File: config.mk
export PLATFORM = sky130hd
export DESIGN_NAME = thermal_guard
export DESIGN_NICKNAME = d
export VERILOG_FILES = /design/src/rtl/thermal_guard.sv
export SDC_FILE = /design/constraint.sdc
export NUM_CORES = 1
export LEC_CHECK = 0
export CAP_MARGIN = 5
export CORE_MARGIN = 5
export CORE_UTILIZATION = 46
export CTS_CLUSTER_DIAMETER = 150
export DETAILED_ROUTE_END_ITERATION = 10
export GPL_TIMING_DRIVEN = 1
export PLACE_DENSITY = 0.74
export SETUP_SLACK_MARGIN = 0.2
export SKIP_CTS_REPAIR_TIMING = 1
export SYNTH_ARGS = -nofsm -noshare
export SYNTH_HDL_FRONTEND = slang
export SYNTH_SLANG_ARGS = --single-unit
File: constraint.sdc
create_clock -name clk -period 2.3 [get_ports clk]
set_clock_uncertainty 0.15 [all_clocks]
set_input_delay 0.46 -clock clk [delete_from_list [all_inputs] [get_ports clk]]
set_output_delay 0.46 -clock clk [all_outputs]
set_load 0.02 [all_outputs]
File: src/rtl/thermal_guard.sv
// thermal_guard: debounced over-temperature detector with hysteresis and cooldown hold.
// Build option THERMAL_GUARD_STICKY_EN latches OVERHEAT until reset (no cooldown path).
module thermal_guard #(
    parameter int TEMP_W       = 8,
    parameter int HOT_THRESH   = 90,
    parameter int COOL_THRESH  = 70,
    parameter int DEBOUNCE     = 3,
    parameter int COOLDOWN_CYC = 16
) (
    input  logic              clk,
    input  logic              reset,
    input  logic              temp_valid,
    input  logic [TEMP_W-1:0] temp_data,
    output logic              cpu_overheated,
    output logic              shut_off_computer,
    output logic [7:0]        trip_count
);

    localparam int CNT_W = $clog2(DEBOUNCE + 1);
    localparam logic [TEMP_W-1:0] HOT_T = TEMP_W'(HOT_THRESH);
    localparam logic [CNT_W-1:0]  DB_LAST = CNT_W'(DEBOUNCE - 1);

`ifdef THERMAL_GUARD_STICKY_EN
    typedef enum logic [1:0] {
        NORMAL   = 2'd0,
        OVERHEAT = 2'd1
    } state_t;
`else
    localparam int TMR_W = $clog2(COOLDOWN_CYC + 1);
    localparam logic [TEMP_W-1:0] COOL_T = TEMP_W'(COOL_THRESH);
    localparam logic [TMR_W-1:0]  TMR_LOAD = TMR_W'(COOLDOWN_CYC);

    typedef enum logic [1:0] {
        NORMAL   = 2'd0,
        OVERHEAT = 2'd1,
        COOLDOWN = 2'd2
    } state_t;

    logic [TMR_W-1:0] timer_q, timer_d;
    logic             is_cool;
`endif

    state_t     state_q, state_d;
    logic [CNT_W-1:0] hot_cnt_q, hot_cnt_d;
    logic [CNT_W-1:0] cool_cnt_q, cool_cnt_d;
    logic [7:0] trip_q, trip_d;
    logic       ovh_q, ovh_d;
    logic       shut_q, shut_d;
    logic       is_hot;
    logic [7:0] trip_inc;

    assign is_hot   = temp_valid && (temp_data >= HOT_T);
    assign trip_inc = (trip_q == 8'hFF) ? trip_q : trip_q + 8'd1;
`ifndef THERMAL_GUARD_STICKY_EN
    assign is_cool  = temp_valid && (temp_data < COOL_T);
`endif

    // Next-state, counter and registered-output computation.
    always_comb begin
        state_d    = state_q;
        hot_cnt_d  = hot_cnt_q;
        cool_cnt_d = cool_cnt_q;
        trip_d     = trip_q;
`ifndef THERMAL_GUARD_STICKY_EN
        timer_d    = timer_q;
`endif
        case (state_q)
            NORMAL: begin
                cool_cnt_d = '0;
                if (is_hot) begin
                    if (hot_cnt_q == DB_LAST) begin
                        state_d   = OVERHEAT;
                        hot_cnt_d = '0;
                        trip_d    = trip_inc;
                    end else begin
                        hot_cnt_d = hot_cnt_q + 1'b1;
                    end
                end else if (temp_valid) begin
                    hot_cnt_d = '0;
                end
            end
            OVERHEAT: begin
                hot_cnt_d = '0;
`ifndef THERMAL_GUARD_STICKY_EN
                if (is_cool) begin
                    if (cool_cnt_q == DB_LAST) begin
                        state_d    = COOLDOWN;
                        cool_cnt_d = '0;
                        timer_d    = TMR_LOAD;
                    end else begin
                        cool_cnt_d = cool_cnt_q + 1'b1;
                    end
                end else if (temp_valid) begin
                    cool_cnt_d = '0;
                end
`endif
            end
`ifndef THERMAL_GUARD_STICKY_EN
            COOLDOWN: begin
                hot_cnt_d  = '0;
                cool_cnt_d = '0;
                if (is_hot) begin
                    state_d = OVERHEAT;
                    timer_d = '0;
                    trip_d  = trip_inc;
                end else if (timer_q <= TMR_W'(1)) begin
                    state_d = NORMAL;
                    timer_d = '0;
                end else begin
                    timer_d = timer_q - 1'b1;
                end
            end
`endif
            default: begin
                state_d    = NORMAL;
                hot_cnt_d  = '0;
                cool_cnt_d = '0;
`ifndef THERMAL_GUARD_STICKY_EN
                timer_d    = '0;
`endif
            end
        endcase
        ovh_d  = (state_d == OVERHEAT);
`ifdef THERMAL_GUARD_STICKY_EN
        shut_d = (state_d == OVERHEAT);
`else
        shut_d = (state_d == OVERHEAT) || (state_d == COOLDOWN);
`endif
    end

    // State, counters and outputs with synchronous reset.
    always_ff @(posedge clk) begin
        if (reset) begin
            state_q    <= NORMAL;
            hot_cnt_q  <= '0;
            cool_cnt_q <= '0;
            trip_q     <= '0;
            ovh_q      <= 1'b0;
            shut_q     <= 1'b0;
        end else begin
            state_q    <= state_d;
            hot_cnt_q  <= hot_cnt_d;
            cool_cnt_q <= cool_cnt_d;
            trip_q     <= trip_d;
            ovh_q      <= ovh_d;
            shut_q     <= shut_d;
        end
    end

`ifndef THERMAL_GUARD_STICKY_EN
    // Cooldown hold timer.
    always_ff @(posedge clk) begin
        if (reset) begin
            timer_q <= '0;
        end else begin
            timer_q <= timer_d;
        end
    end
`endif

    assign cpu_overheated    = ovh_q;
    assign shut_off_computer = shut_q;
    assign trip_count        = trip_q;

endmodule

==> flow_summary.ini <==
[timing]
fin_crit_ns = 2.02
finalCritPeriodShare = 0.880
maxSlewViolCount = 0
max_freq_ghz = 0.494
finalHoldViolCount = 0
slew_headroom = 0.641
rsz0062_at_grt = no
hold_slack_ns = 0.347
setup_viol = 0
worst_pin_slew_ns = 0.539

[setup_path]
path_class = input port to register
endpoint_kind = register
start_kind = input port
r2r-end = shut_off_computer
worstPathMaxFanout = 2
worst_r2r_startpoint = timer_q[2]
cp_data_required_time_ns = 2.41
ff2ff_setup_slack_ns = 0.33
crit_arrival_ns = 2.14
r2r_cells = 7

[cells_and_area]
fin_util = 0.618
area_growth_pct = 29.6
stdcell_count = 195
drive_gt1_frac = 0.188
diodes = 0
fin_nets = 185
final_area_sq_um = 1520

[power]
leakagePower_nw = 0.584
p_total_mw = 0.612
peakVddDrop_mv = 0.306
p_per_area_nw_per_um2 = 404

[logic_synthesis]
ys_warn_count = 0
syn_avg_cell_area_sq_um = 8.60
ys_ff_latch = 21
synth-seq-area-share = 0.359
async_reset_ff_frac = 0
synth_cells = 136
syn-num-nets = 155
syn_area_sq_um = 1170
synth-xor-area-share = 0.0599
yosys.area_share.simple = 0.257
synth-compound-area-share = 0.186
synth_flop_cell = dfxtp_1
synth_fa_ha_area_frac = 0.0856
synth_edf_count = 0
synth_top_family_by_area = simple AND/OR/NAND/NOR gates
ys_types = 47
synthMuxAreaShare = 0.00963

[floorplanning]
std_cell_rows = 18
io_pins = 21
die_w_um = 60.4
initial_utilization = 0.477
core_sq_um = 2450
die-height_um = 60.4
die_area_sq_um = 3650

[global_routing]
grt_pass1_vias = 1059
gr-max-usage-layer = met2
grt_pass1_wl_mm = 4.31
grt_util_all_layers = 0.152
grtUsageMet1 = 0.176
groute.layer.met3.usage = 0.0319
overflow = 0
grt.met2_usage = 0.281
grt_max_degree = 18
antenna_found_initial = 0

[hold_path]
hold_start = timer_q[0]
whs_path_depth = 1
hold-path-endpoint = timer_q[0]
hp-class = register to register

[route]
wl_mm = 2.49
wire_per_inst_um = 12.8
route.detailed.drc = 0
num_vias = 1078
routed_via_density = 5.53
drt_iter0_drc = 23
drt_pass1_iterations = 4
postRouteAntennaNets = 0

[place]
dp_hpwl_mm = 2.01
place.detailed.instances = 191
globalplace.congestion = 0.802
place_area_sq_um = 1460
io_buffers = 19

[clock_tree]
cts.sinks = 21
cts_root_buffer = clkbuf_4
clkLatencyLatePin_ns = 0.31
cts_made_buffers = 3
cts.clk_slew.worst_paths_ns = 0.12
cts.path.max_buffers = 2
htree_levels = 1
cts_tree = built

[flow_run]
drv_cap = 0

[outcome]
run_status = complete, no violations
==> routing by layer <==
| metal | vias to the layer above | share of wire |
|---|---|---|
| met1 | 506 | 0.44 |
| li1 | 554 | - |
| met2 | 13 | 0.52 |
| met5 | - | 0 |
| met4 | 0 | 0.014 |
| met3 | 5 | 0.024 |
==> final cells by class <==
| class | count | area [sq um] |
|---|---|---|
| clock inverters | 1 | 5.00 |
| well taps | 30 | 37.5 |
| fillers | 222 | 938 |
| multi-input cells | 102 | 724 |
| flip-flops and latches | 21 | 427 |
| repair buffers | 28 | 263 |
| inverters | 10 | 37.5 |
| clock buffers | 3 | 22.5 |
==> cell usage after synthesis, types with 2 or more instances <==
cell type / instances / area, sq um
nor3b_1: 2 / 15.0
nand2b_1: 3 / 18.8
o21ai_0: 3 / 15.0
a21oi_1: 2 / 10.0
nor4_1: 3 / 18.8
xnor2_1: 7 / 61.3
ha_1: 8 / 100
nor3_1: 4 / 20.0
a41oi_1: 2 / 17.5
nor2_1: 16 / 60.1
or3b_1: 2 / 17.5
nor2b_1: 2 / 12.5
inv_1: 9 / 33.8
a211o_1: 2 / 17.5
nand4_1: 2 / 12.5
dfxtp_1: 21 / 420
o31ai_1: 4 / 30.0
nand3_1: 8 / 40.0
nand2_1: 6 / 22.5
and3_1: 3 / 18.8
==> per-stage QoR <==
stage	worst slack (ns)	TNS, ns
3_5_place_dp	-0.394	-2.48
4_1_cts	-0.0538	-0.103
2_1_floorplan	0.173	0
6_report	0.276	0
5_1_grt	0.201	0
3_3_place_gp	-0.343	-1.67
==> how the worst max path moves through the flow <==
stage	startpoint	end	cells after the start	slack, ns
after global placement	temp_valid	shut_off_computer	7	-0.34
after global routing	temp_data[4]	shut_off_computer	8	0.20
final	temp_data[4]	shut_off_computer	8	0.28
after CTS	temp_valid	shut_off_computer	7	-0.05
after floorplan	temp_data[4]	shut_off_computer	7	0.17
after detailed placement	temp_valid	shut_off_computer	7	-0.39
==> logic make-up (layout without fill, tap and decap cells) <==
family                   after synthesis  count (layout)
adder cells (fa/ha/maj)                8               8
flip-flops                            21              21
multiplexers                           1               1
AND/OR/NAND/NOR                       57              57
buffers and inverters                 13              42
AO/OA/AOI/OAI                         28              28
XOR/XNOR                               8               8
==> flip-flops by register name (all words and copies together) (netlist names) <==
name and flops:
trip_count 8, timer_q 5, cool_cnt_q 2, hot_cnt_q 2, state_q 2, cpu_overheated 1, shut_off_computer 1
==> power by group <==
group | leakage, nW | switching [mW] | internal, mW | total [mW]
combinational | 0.395 | 0.0297 | 0.0322 | 0.0619
clock | 0.0177 | 0.118 | 0.0649 | 0.183
sequential | 0.171 | 0.00269 | 0.365 | 0.368
total | 0.584 | 0.150 | 0.462 | 0.612
==> cells in the final DEF, fill, tap and decap left out, drive strengths merged, types with 2 or more instances in the layout <==
cell and count:
clkdlybuf4s50 11, nand4 2, nor4 3, clkinv 2
dlymetal6s2s 6, nor2b 2, o211ai 2, a211o 2
nor2 16, o21ai 4, or3b 2, nand2b 3
dfxtp 21, nand3 8, nand2 7, nor3b 2
o31ai 4, nor3 4, buf 9, xnor2 7
ha 8, inv 9, and3 3, a21oi 2
a41oi 2, clkbuf 5
==> worst max-delay path, cell delays in order <==
cell	delay, ns
dlymetal6s2s_1	0.14
or3b_4	0.39
o211ai_2	0.21
nand2_2	0.08
a221o_1	0.36
nor2b_4	0.13
ha_1	0.28
nor2_1	0.09
Note: power is estimated with default switching activity, not from simulation.
